## src/rtl/chess_pkg.sv

```systemverilog
// chess_pkg: shared FSM states, board geometry and square indexing for the board scanner.
package chess_pkg;
   localparam int NUM_ROWS = 8;
   localparam int NUM_SQ   = 64;
   typedef logic [5:0] sq_idx_t;
   typedef enum logic [2:0] {IDLE, DRIVE, SAMPLE, FRAME_END, EMIT} state_e;
   // Row k occupies bits [63-8k:56-8k], so its lowest bit is 8*(7-k).
   function automatic sq_idx_t row_lsb(input logic [2:0] row);
      return {~row, 3'b000};
   endfunction
endpackage

```

## src/rtl/lsb_find64.sv

```systemverilog
// lsb_find64: lowest-set-bit encoder for a 64-bit vector, plus an any-set flag.
module lsb_find64
   import chess_pkg::*;
(
   input  logic [NUM_SQ-1:0] v,
   output sq_idx_t           idx,
   output logic              any
);
   always_comb begin
      idx = '0;
      for (int i = NUM_SQ - 1; i >= 0; i--) idx = v[i] ? sq_idx_t'(i) : idx;
   end
   assign any = |v;
endmodule

```

## src/rtl/board_scan_ctrl.sv

```systemverilog
// board_scan_ctrl: scans an 8x8 sense matrix row by row, debounces whole frames
// and reports every square change of the accepted board as a valid/ready event.
module board_scan_ctrl
   import chess_pkg::*;
#(
   parameter int ROW_SETTLE      = 4,
   parameter int DEBOUNCE_FRAMES = 3
) (
   input  logic        clk,
   input  logic        reset,
   input  logic        enable,
   input  logic [7:0]  c,
   output logic [7:0]  r,
   output logic [63:0] stable_board,
   output logic        frame_done,
   output logic        ev_valid,
   input  logic        ev_ready,
   output logic [5:0]  ev_square,
   output logic        ev_occupied
);
   localparam logic [7:0] SETTLE_LAST = 8'(ROW_SETTLE - 1);
   localparam logic [3:0] ACCEPT_AT   = 4'(DEBOUNCE_FRAMES - 1);
   localparam logic [2:0] LAST_ROW    = 3'(NUM_ROWS - 1);
   state_e            state_q, state_d;
   logic [2:0]        row_q, row_d;
   logic [7:0]        cnt_q, cnt_d;
   logic [3:0]        match_q, match_d;
   logic [NUM_SQ-1:0] raw_q, raw_d, prev_q, prev_d, diff_q, diff_d, stable_q, stable_d;
   sq_idx_t           lsb_idx;
   logic              lsb_any;
   lsb_find64 u_lsb (.v(diff_q), .idx(lsb_idx), .any(lsb_any));
   always_ff @(posedge clk or negedge reset) begin
      if (!reset) begin
         state_q  <= IDLE;
         row_q    <= '0;
         cnt_q    <= '0;
         match_q  <= '0;
         raw_q    <= '0;
         prev_q   <= '0;
         diff_q   <= '0;
         stable_q <= '0;
      end else begin
         state_q  <= state_d;
         row_q    <= row_d;
         cnt_q    <= cnt_d;
         match_q  <= match_d;
         raw_q    <= raw_d;
         prev_q   <= prev_d;
         diff_q   <= diff_d;
         stable_q <= stable_d;
      end
   end
   always_comb begin
      state_d  = state_q;
      row_d    = row_q;
      cnt_d    = cnt_q;
      match_d  = match_q;
      raw_d    = raw_q;
      prev_d   = prev_q;
      diff_d   = diff_q;
      stable_d = stable_q;
      case (state_q)
         IDLE: if (enable) begin
            state_d = DRIVE;
            row_d   = '0;
            cnt_d   = '0;
         end
         DRIVE: if (!enable) begin
            state_d = IDLE;
            match_d = '0;
            raw_d   = '0;
         end else begin
            cnt_d   = cnt_q + 8'd1;
            state_d = (cnt_q == SETTLE_LAST) ? SAMPLE : DRIVE;
         end
         SAMPLE: if (!enable) begin
            state_d = IDLE;
            match_d = '0;
            raw_d   = '0;
         end else begin
            raw_d[row_lsb(row_q) +: 8] = c;
            row_d   = row_q + 3'd1;
            cnt_d   = '0;
            state_d = (row_q == LAST_ROW) ? FRAME_END : DRIVE;
         end
         FRAME_END: begin
            match_d = (raw_q != prev_q) ? 4'd0 : (match_q == 4'd15) ? match_q : match_q + 4'd1;
            prev_d  = raw_q;
            if (match_d >= ACCEPT_AT && raw_q != stable_q) begin
               state_d = EMIT;
               diff_d  = raw_q ^ stable_q;
            end else begin
               state_d = enable ? DRIVE : IDLE;
               row_d   = '0;
               cnt_d   = '0;
            end
         end
         EMIT: if (ev_ready) begin
            diff_d[lsb_idx]   = 1'b0;
            stable_d[lsb_idx] = raw_q[lsb_idx];
            if (diff_d == '0) begin
               state_d = enable ? DRIVE : IDLE;
               row_d   = '0;
               cnt_d   = '0;
            end
         end
         default: state_d = IDLE;
      endcase
   end
   always_comb begin
      r            = (state_q == DRIVE || state_q == SAMPLE) ? 8'b1 << row_q : 8'b0;
      frame_done   = state_q == FRAME_END;
      ev_valid     = state_q == EMIT && lsb_any;
      ev_square    = ev_valid ? lsb_idx : '0;
      ev_occupied  = ev_valid && raw_q[lsb_idx];
      stable_board = stable_q;
   end
endmodule

```

## config.mk

```make
export PLATFORM = sky130hd
export DESIGN_NAME = board_scan_ctrl
export DESIGN_NICKNAME = d
export VERILOG_FILES = /design/src/rtl/chess_pkg.sv /design/src/rtl/lsb_find64.sv /design/src/rtl/board_scan_ctrl.sv
export SDC_FILE = /design/constraint.sdc
export NUM_CORES = 1
export LEC_CHECK = 0
export ABC_CLOCK_PERIOD_IN_PS = 4050
export BUFFER_PORTS_ARGS = -buffer_cell sky130_fd_sc_hd__buf_2
export CORE_MARGIN = 4
export CORE_UTILIZATION = 34
export CTS_CLUSTER_SIZE = 10
export DETAILED_ROUTE_END_ITERATION = 6
export SYNTH_ARGS = -nofsm -noshare
export SYNTH_HDL_FRONTEND = slang
export SYNTH_SLANG_ARGS = --single-unit
export TNS_END_PERCENT = 30
```

## constraint.sdc

```tcl
create_clock -name clk -period 4.05 [get_ports clk]
set_clock_uncertainty 0.2 [all_clocks]
set_input_delay 0 -clock clk [delete_from_list [all_inputs] [get_ports clk]]
set_output_delay 0 -clock clk [all_outputs]
set_load 0.05 [all_outputs]
```

## Word level (Yosys, flattened, before mapping)

Index checks and enable logic that the tools add are counted.
Widths: inputs -> output; s select.

| operators by class | value |
|---|---|
| add/sub/neg operators | 4 |
| magnitude comparators | 3 |
| eq/ne operators | 19 |
| shifts and indexed selects | 3 |
| mux-type cells | 104 |
| bitwise logic cells | 4 |
| reductions and logical operators | 22 |

Operators with widths:

| kind | number |
|---|---|
| $mux 6 | 65 |
| $mux 64 | 4 |
| $pmux 64 s2 | 2 |
| $bwmux 64 | 2 |
| $ne 64x64->1 | 2 |
| $and 64x64->64 | 1 |
| $logic_not 64->1 | 1 |
| $not 64->64 | 1 |
| $reduce_or 64->1 | 1 |
| $shift 8x8->64 const A | 1 |
| $shiftx 8x8->64 | 1 |
| $xor 64x64->64 | 1 |
| $mux 8 | 6 |
| $pmux 8 s4 | 1 |
| $mux 3 | 9 |
| $ne 2x2->1 const B | 8 |
| $pmux 3 s5 | 1 |
| $mux 4 | 3 |
| $pmux 3 s4 | 1 |
| $reduce_and 6->1 | 2 |
| $add 8x1->8 const B | 1 |
| $eq 8x2->1 const B | 1 |
| $mux 2 | 4 |
| $neg 6->8 | 1 |
| other kinds (24) | 39 |

| word-level totals | value |
|---|---|
| flip-flop bits (word level) | 274 |
| input port bits | 12 |
| output and inout bits | 81 |
| logic and storage cells | 167 |

## Depth between registers and ports, before layout

Gate-level depths: netlist of the first run.

| depth | value |
|---|---|
| depth in word-level cells | 74 |
| depth in mapped cells | 16 |
| depth with buffers taken out | 11 |

## By module

Synthesis of the first run repeated with hierarchy kept, for this count alone.

| unflattened totals | value |
|---|---|
| cell total of the unflattened synthesis | 1,674 |
| area total of the unflattened synthesis | 14,964.4 um^2 |

By module, submodules not included:

| module | instances | cells an instance | area an instance (um^2) | seq. area each (um^2) |
|---|---|---|---|---|
| board_scan_ctrl | 1 | 1,529 | 14,104.8 | 6,856.6 |
| lsb_find64 | 1 | 145 | 859.6 | 0.0 |

## Worst setup path before layout of the first run

OpenSTA, ideal clock, no wires.

| timing | value |
|---|---|
| path type | register to output |
| from | register diff_q[23] |
| to | output ev_occupied |
| arrival time | 3,789 ps |
| data required time | 3,850 ps |
| slack | 61 ps |
| stages on the path, launching flop included | 17 |
| path buffers | 5 |
| path through | dfrtp_1 > buf_2 > or4_4 > nor3_1 > a21boi_2 > o21ai_1 > a211oi_2 > and3_1 > buf_2 > buf_2 > a22oi_1 > nand3_1 > a21oi_1 > and3_1 > buf_4 > buf_6 > nor2_1 |

| on the way | value |
|---|---|
| cells in the longest elaborated chain, start to end | 27 |
| elaborated cells between the ends (all ways) | 29 |
| those cells by class | mux (26); reduce/logical (3) |

Ends and longest elaborated chain:

| item | line | RTL |
|---|---|---|
| start: declaration | board_scan_ctrl.sv:28 | `logic [NUM_SQ-1:0] raw_q, raw_d, prev_q, prev_d, diff_q, diff_d, stable_q, stable_d;` |
| start signal: assignment | board_scan_ctrl.sv:49 | `diff_q <= diff_d;` |
| $mux 6 (24 in a row) | lsb_find64.sv:11 | `for (int i = NUM_SQ - 1; i >= 0; i--) idx = v[i] ? sq_idx_t'(i) : idx;` |
| $bmux 1 s6 | board_scan_ctrl.sv:115 | `ev_occupied = ev_valid && raw_q[lsb_idx];` |
| $mux 1 (implied by the code) | board_scan_ctrl.sv:115 |  |
| $logic_and 1x1->1 * | board_scan_ctrl.sv:115 |  |
| end: declaration | board_scan_ctrl.sv:19 | `output logic ev_occupied` |

Every way passes the cells marked *; elsewhere a longest branch is shown, timed or not. The select of a mux whose other input is x is not followed.

## Worst setup path after layout of the first run

| timing | value |
|---|---|
| from | register diff_q[57] |
| to | register row_q[1] |

| on the way | value |
|---|---|
| cells in the longest elaborated chain, start to end | 67 |
| elaborated cells between the ends (all ways) | 68 |
| those cells by class | order compare (2); eq/ne (1); mux (60); bitwise (2); reduce/logical (3) |

Ends and longest elaborated chain:

| item | line | RTL |
|---|---|---|
| $mux 6 (58 in a row) | lsb_find64.sv:11 |  |
| $lt 6x7->1 (implied by the code) / $ge 6x1->1 (equally long branches) | board_scan_ctrl.sv:99 | `diff_d[lsb_idx] = 1'b0;` |
| $logic_and 1x1->1 (implied by the code) | board_scan_ctrl.sv:99 |  |
| $mux 1 (implied by the code) | board_scan_ctrl.sv:99 |  |
| $demux 1 s6 | board_scan_ctrl.sv:99 |  |
| $not 64->64 (no source line) | - |  |
| $and 64x64->64 (no source line) * | - |  |
| $logic_not 64->1 * | board_scan_ctrl.sv:101 | `if (diff_d == '0) begin` |
| $ne 2x2->1 (no source line) * | - |  |
| $reduce_and 6->1 (no source line) * | - |  |
| end signal: assignment | board_scan_ctrl.sv:44 | `row_q <= row_d;` |
| end: declaration | board_scan_ctrl.sv:25 | `logic [2:0] row_q, row_d;` |

Every way passes the cells marked *; elsewhere a longest branch is shown, timed or not.
A chain may end at the register's enable or synchronous reset.

==> results of run 1 <==
[cell type report]
| type | instances | area (um2) | share of cell area, % |
|---|---|---|---|
| multi-input cells | 1330 | 8260 | 40.7 |
| flip-flops and latches | 274 | 6860 | 33.8 |
| repair buffers | 420 | 3310 | 16.3 |
| clock buffers | 40 | 903 | 4.45 |
| well taps | 592 | 741 | 3.65 |
| inverters | 42 | 158 | 0.777 |
| clock inverters | 4 | 42.5 | 0.210 |
[where the power goes]
group	leakage, nW	internal [mW]	switching, mW	total (mW)
Combinational	4.95	0.759	1.06	1.82
Sequential	3.66	2.88	0.169	3.05
Clock	0.465	1.57	1.16	2.73
Total	9.07	5.21	2.39	7.59
[flip-flops by register name (all words and copies together), names as in the netlist]
name and flops:
state_q 3, prev_q 64, stable_board 64, cnt_q 8
raw_q 64, match_q 4, row_q 3, diff_q 64
[Yosys cell counts (8+ instances only)]
library cell | instances | area (um2)
buf_2 | 16 | 80.1
nor4_1 | 33 | 206
and3_1 | 11 | 68.8
and2_1 | 9 | 56.3
a22o_1 | 10 | 87.6
dfrtp_1 | 274 | 6860
nand3_1 | 49 | 245
a31oi_1 | 72 | 450
xnor2_1 | 130 | 1140
nor2b_1 | 9 | 56.3
o31ai_1 | 9 | 67.6
or4_1 | 15 | 113
inv_1 | 41 | 154
clkbuf_1 | 80 | 300
a221oi_1 | 9 | 78.8
ha_1 | 8 | 100
o21ai_0 | 207 | 1040
a22oi_1 | 11 | 82.6
a222oi_1 | 10 | 100
nor2_1 | 77 | 289
a21oi_1 | 151 | 756
nand2b_1 | 14 | 87.6
nor3_1 | 37 | 185
nand4_1 | 41 | 257
nand2_1 | 269 | 1010
[logic make-up (layout without fill, tap and decap cells)]
kind of cell	Yosys count	in the layout
and+or+nand+nor	603	603
AOI/OAI and AO/OA	580	580
DFF	274	274
buffers and inverters	156	506
xor gates and xnor gates	134	134
adders and majority gates	8	8
muxes	5	5
[timing repair]
action | 4_1_cts | 5_1_grt
pin swaps | 38 | 19
cloned | 5 | 0
hold endpoints to repair | 211 | 0
hold buffers | 13 | 0
resized for setup | 68 | 19
endpoints found under the setup margin | 83 | 84
buffers inserted | 27 | 5
[layer usage]
layer	vias up	routed length, um
met1	7922	27900
met3	215	5610
li1	7067	-
met5	-	0
met4	0	3860
met2	887	32000
[how the worst max path moves through the flow]
stage,cells after the start,startpoint,end,slack (ns)
after floorplan,16,diff_q[23],ev_occupied,0.06
after global placement,13,diff_q[7],cnt_q[1],-0.41
after detailed placement,15,diff_q[59],state_q[0],-0.44
after CTS,14,diff_q[56],ev_occupied,-0.22
after global routing,14,diff_q[33],ev_occupied,-0.40
final,16,diff_q[57],row_q[1],-0.26
==> results by group, run 1 <==
Critical path
  – Top delay family on crit path: simple AND/OR/NAND/NOR gates
  – Worst R2R Start: diff_q[57]
  – Worst-path fanout max: 8
  – Data arrival, critical path: ~4.6 ns
  – Max incr delay on CP: approximately 0.56 ns
  – Most frequent CP cell: buf_4
  – Startpoint types: register
  – CP max-delay cell: or4_4
  – RR Endpoint: row_q[1]
  – CP Buf/Inv Count: 6
  – Worst Path Required: roughly 4.3 ns
  – R2R Setup Slk: -0.26 ns
  – R2R cell count: 16
  – Critical-path cell list: or4_4 > o211ai_1 > a21boi_2 > o21a_2 > buf_6 > buf_12 > buf_4 > nor3_4 > buf_4 > a21oi_1 > nor4b_2 > buf_4 > nand4_4 > o21ai_4 > buf_12 > mux2i_1
  – Critical path class: reg2reg
  – CP endpoint kind: register

Power and ir drop
  – Power density cells: 374 nW/um2
  – Total Power: 7.59 mW
  – Cell leakage power: 9.07 nW
  – Max IR drop VDD: 0.263 mV

Global routing
  – Initial antenna violation count: 0
  – Number of global-route vias before repair: around 16000
  – First-pass GRT wire length: 102 mm
  – Largest net degree at the start of global routing: between 100 and 150
  – GRT Util Overall: 27.3%
  – Gr ovfl total: 0
  – Layer with the highest usage: met2
  – Met2 GRT Util: 44.0%
  – GR Util met3: 3.67%
  – GR Util met1: 36.7%

Synthesis
  – Post-synth EDFFs: 0
  – Yosys reg bits: between 200 and 300
  – Syn_nets: 1780
  – Synth cell types: 94
  – Post-synthesis async set-or-reset flop share: 100%
  – Syn Std Cell Area: 15400 um2
  – Post-synthesis compound-gate area fraction: 23.6%
  – Simple-Gate Fraction of Synth Area: 18.9%
  – Post-Syn Instances: 1760
  – Synth Area in XOR/XNOR: 7.62%
  – Mux cell area share after synthesis: 0.341%
  – Avg Cell Area, Syn: 8.75 um2
  – Register area share after synthesis: 44.5%
  – Main combinational cell family by area after synthesis: compound AO/OA/AOI/OAI gates
  – Ys flop type: dfrtp_1
  – Adder-cell share of the synthesized area: 0.650%
  – Ys Warns: 0

Final layout
  – Most frequent cells in the layout: buf_4, dfrtp_1, nand2_1
  – Antenna cells: 0
  – Most common cell after layout, fill and taps aside: buf_4
  – Layout Cell Area excl Fill: 20300 um2
  – Share of cells above drive strength 1: 25.8%
  – Nets: 2122
  – Layout fillers: 4359
  – Area Growth Syn to Fin: 31.6%
  – Final Non-Filler Cells: 2702
  – Finished Core Util: 45.6%

Clock network
  – Worst-Skew Late Latency: 0.53 ns
  – CTS root buffer: clkbuf_16
  – CTS tree: built
  – TritonCTS Sinks: 274
  – Clock Path Buffers: 3
  – H-tree levels: 2
  – Total CTS buffers: 34
  – CTS clk-pin slew, worst paths: 0.05 ns

Timing
  – Slew of the pin with the lowest slew margin: 1.12 ns
  – Relative slew slack: roughly 25%
  – Minimum clock period: about 4.3 ns
  – Final setup TNS: -10.13 ns
  – Fin crit share: 106%
  – RSZ-0062 raised after global routing: true
  – Fin. max-slew vios: 0
  – Min Hold Slack: -0.0286 ns
  – Final setup vio count: 84
  – Setup ws final: -0.255 ns
  – Fmax: 232 MHz
  – Hold Vio Cnt, Final: 3

Die
  – Std-Cell Core Area: 44500 um2
  – Placement Rows: 77
  – IO Count: a little over 90
  – Die width: 221 um
  – Die area: 48800 um2
  – Die H: 221 um
  – Initial Util: 34.6%

Placement
  – Post-DP HPWL: 51.7 mm
  – GPL Wtd Cong: 1.06
  – Placed instance area: between 15000 and 20000 um2
  – Setup WS pre-CTS: -0.438 ns
  – Dpl cells: ~2600
  – I/O Buffers: 92

Run status
  – Failing checks: negative hold slack, negative setup slack
  – Status: finished with violations

Detailed routing
  – Antenna Nets Post-Route: 0
  – Via density: between 5 and 6
  – Initial drt markers: ~2000
  – # DRC: 0
  – Total Wirelength: 69.4 mm
  – Routed len/inst: 25.7 um
  – First-pass DRT Iterations: 6
  – Vias: 16091

Min path
  – Worst min path class: in2async

Flow run
  – Max-Cap Viols: 0
No activity file was read; power rests on OpenSTA's default activity.
==> run 2, diff against run 1 <==
--- a/config.mk
+++ b/config.mk
@@ -11,6 +11,7 @@
 export CORE_UTILIZATION = 34
 export CTS_CLUSTER_SIZE = 10
 export DETAILED_ROUTE_END_ITERATION = 6
+export PLACE_DENSITY = 0.61
 export SYNTH_ARGS = -nofsm -noshare
 export SYNTH_HDL_FRONTEND = slang
 export SYNTH_SLANG_ARGS = --single-unit
==> run 2 against run 1 <==
  * The flow finishes with violations (design-rule violations, negative hold slack, negative setup slack)
  * Power fell by 0.48%
  * Register-to-register slack improved by 0.07 ns
  * Die area did not move
  * Via count fell by 0.58%
  * Fmax rose by 0.76%
  * Sequential cell count did not move
  * Worst setup slack improved by 0.032 ns
  * Global-route usage fell by 0.18 points
  * Sequential power barely moved
  * Critical path depth fell by 1
  * Critical endpoint is now ev_occupied
  * Highest routed layer unchanged
==> results by group, run 2 (synthesis gave the netlist of run 1 again) <==
Run status
  – Status: finished with violations
  – Failing checks: design-rule violations, negative hold slack, negative setup slack

Power and ir drop
  – Cell leakage power: 8.83 nW (-2.7%)
  – Power density cells: 379 nW/um2 (+1.3%)
  – Max IR drop VDD: 0.291 mV (+10%)

Timing
  – RSZ-0062 raised after global routing: true
  – Final setup vio count: 83 (-1.2%)
  – Min Hold Slack: -0.0366 ns (-0.00799 ns)
  – Setup ws final: -0.223 ns (+0.0324 ns)
  – Fmax: 234 MHz (+0.76%)
  – Fin. max-slew vios: 0 (unchanged)
  – Slew of the pin with the lowest slew margin: 1.02 ns (-0.101 ns)
  – Hold Vio Cnt, Final: 11 (+8)
  – Minimum clock period: 4.27 ns (-0.0324 ns)
  – Fin crit share: 106% (-0.80 points)
  – Relative slew slack: 31.8% (+6.7 points)

Placement
  – Setup WS pre-CTS: -0.379 ns (+0.0588 ns)
  – Post-DP HPWL: 51.4 mm (-0.64%)
  – Placed instance area: 18200 um2 (-0.91%)
  – I/O Buffers: 92 (unchanged)
  – GPL Wtd Cong: 1.02 (-3.1%)

Die
  – Die width: 221 um (unchanged)
  – Die H: 221 um (unchanged)
  – Placement Rows: 77 (unchanged)
  – IO Count: 93 (unchanged)
  – Initial Util: 34.6% (unchanged)
  – Std-Cell Core Area: 44500 um2 (unchanged)
  – Die area: 48800 um2 (unchanged)

Clock network
  – CTS clk-pin slew, worst paths: 0.05 ns (about the same)
  – H-tree levels: 2 (unchanged)
  – Clock Path Buffers: 3 (unchanged)
  – Total CTS buffers: 34 (unchanged)
  – CTS root buffer: clkbuf_16
  – Worst-Skew Late Latency: 0.51 ns (-0.02 ns)
  – CTS tree: built
  – TritonCTS Sinks: 274 (unchanged)

Global routing
  – First-pass GRT wire length: 102 mm (-0.36%)
  – Gr ovfl total: 0 (unchanged)
  – GR Util met3: 3.70% (+0.027 points)
  – Met2 GRT Util: 44.2% (+0.16 points)
  – Initial antenna violation count: 1 (+1)
  – GR Util met1: 36.7% (+0.056 points)
  – Number of global-route vias before repair: 15375 (-2.1%)
  – Layer with the highest usage: met2
  – Largest net degree at the start of global routing: 117 (-16%)
  – GRT Util Overall: 27.1% (-0.18 points)

Detailed routing
  – Routed len/inst: 25.8 um (+0.25%)
  – Initial drt markers: 2112 (+8.6%)
  – Via density: 5.99 (+0.57%)
  – First-pass DRT Iterations: 7 (+1)
  – Antenna Nets Post-Route: 0 (unchanged)
  – Total Wirelength: 68.8 mm (-0.90%)
  – Vias: 15997 (-0.58%)
  – # DRC: 14 (+14)

Critical path
  – R2R Setup Slk: -0.19 ns (+0.07 ns)
  – Worst Path Required: 3.85 ns (-0.45 ns)
  – CP endpoint kind: output port
  – Data arrival, critical path: 4.07 ns (-0.49 ns)
  – Startpoint types: register
  – Critical path class: reg2out
  – Worst-path fanout max: 8 (unchanged)

Flow run
  – Max-Cap Viols: 0 (unchanged)

Final layout
  – Share of cells above drive strength 1: 24.8% (-1.0 points)
  – Most frequent cells in the layout: dfrtp_1, nand2_1, buf_4
  – Layout Cell Area excl Fill: 19900 um2 (-1.7%)
  – Finished Core Util: 44.8% (-0.79 points)
  – Antenna cells: 0 (unchanged)
  – Most common cell after layout, fill and taps aside: dfrtp_1
  – Area Growth Syn to Fin: 29.3%
  – Nets: 2092 (-1.4%)

Min path
  – Worst min path class: in2async
## run 2: what timing repair did
action                                 CTS  global route
buffers inserted                        19             8
gates cloned                             2             0
gates resized for setup                 52            40
setup endpoints to repair               84            84
endpoints found under the hold margin  182             0
hold buffers                            13             0
pin swaps                               31            26
## run 2: report_power, final
group / leakage (nW) / switching [mW] / internal [mW]
logic: 4.69 / 1.06 / 0.720
clock network: 0.472 / 1.13 / 1.62
registers: 3.66 / 0.152 / 2.88
total: 8.83 / 2.34 / 5.21
## run 2: metal layers
metal	up-vias	share of wire (%)
met3	192	8.5
met2	919	46
met5	-	0
met1	7867	40
met4	0	5.0
li1	7019	-
## run 2: worst paths after layout
path / from / endpoint / cells after the start
max in group asynchronous: reset / diff_q[19] / 3
worst max register to register: diff_q[57] / raw_q[41] / 16
min in group clk: c[7] / raw_q[39] / 3
worst min-delay path: reset / row_q[1] / 2
worst min register to register: prev_q[0] / prev_q[0] / 2
worst max-delay path: diff_q[46] / ev_occupied / 15
## run 2: per-stage QoR
stage	instances	TNS, ns	power [mW]
2_1_floorplan	1760	0	3.75
3_3_place_gp	2586	-23.68	4.66
3_5_place_dp	2586	-15.58	4.66
4_1_cts	2663	-6.85	7.49
5_1_grt	2671	-16.50	7.82
6_report	2671	-10.56	7.55
## run 2: critical path, stage by stage (launching register included)
cell and delay (ns):
dfrtp_1 0.37, or4_4 0.53, or3_4 0.35, a31oi_4 0.22
buf_6 0.14, o21bai_4 0.09, o211ai_2 0.28, buf_4 0.23
nor2_2 0.07, buf_4 0.14, a222oi_1 0.36, nand3_1 0.14
a22oi_1 0.17, and3_4 0.25, nor2_4 0.05, buf_8 0.16
## run 2: final cells by class
cell class              count  area, um2
clock buffers              40        937
clock inverters             3       18.8
fillers                  4375      24600
inverters                  42        158
multi-input cells        1330       8210
flip-flops and latches    274       6860
well taps                 592        741
repair buffers            390       3000
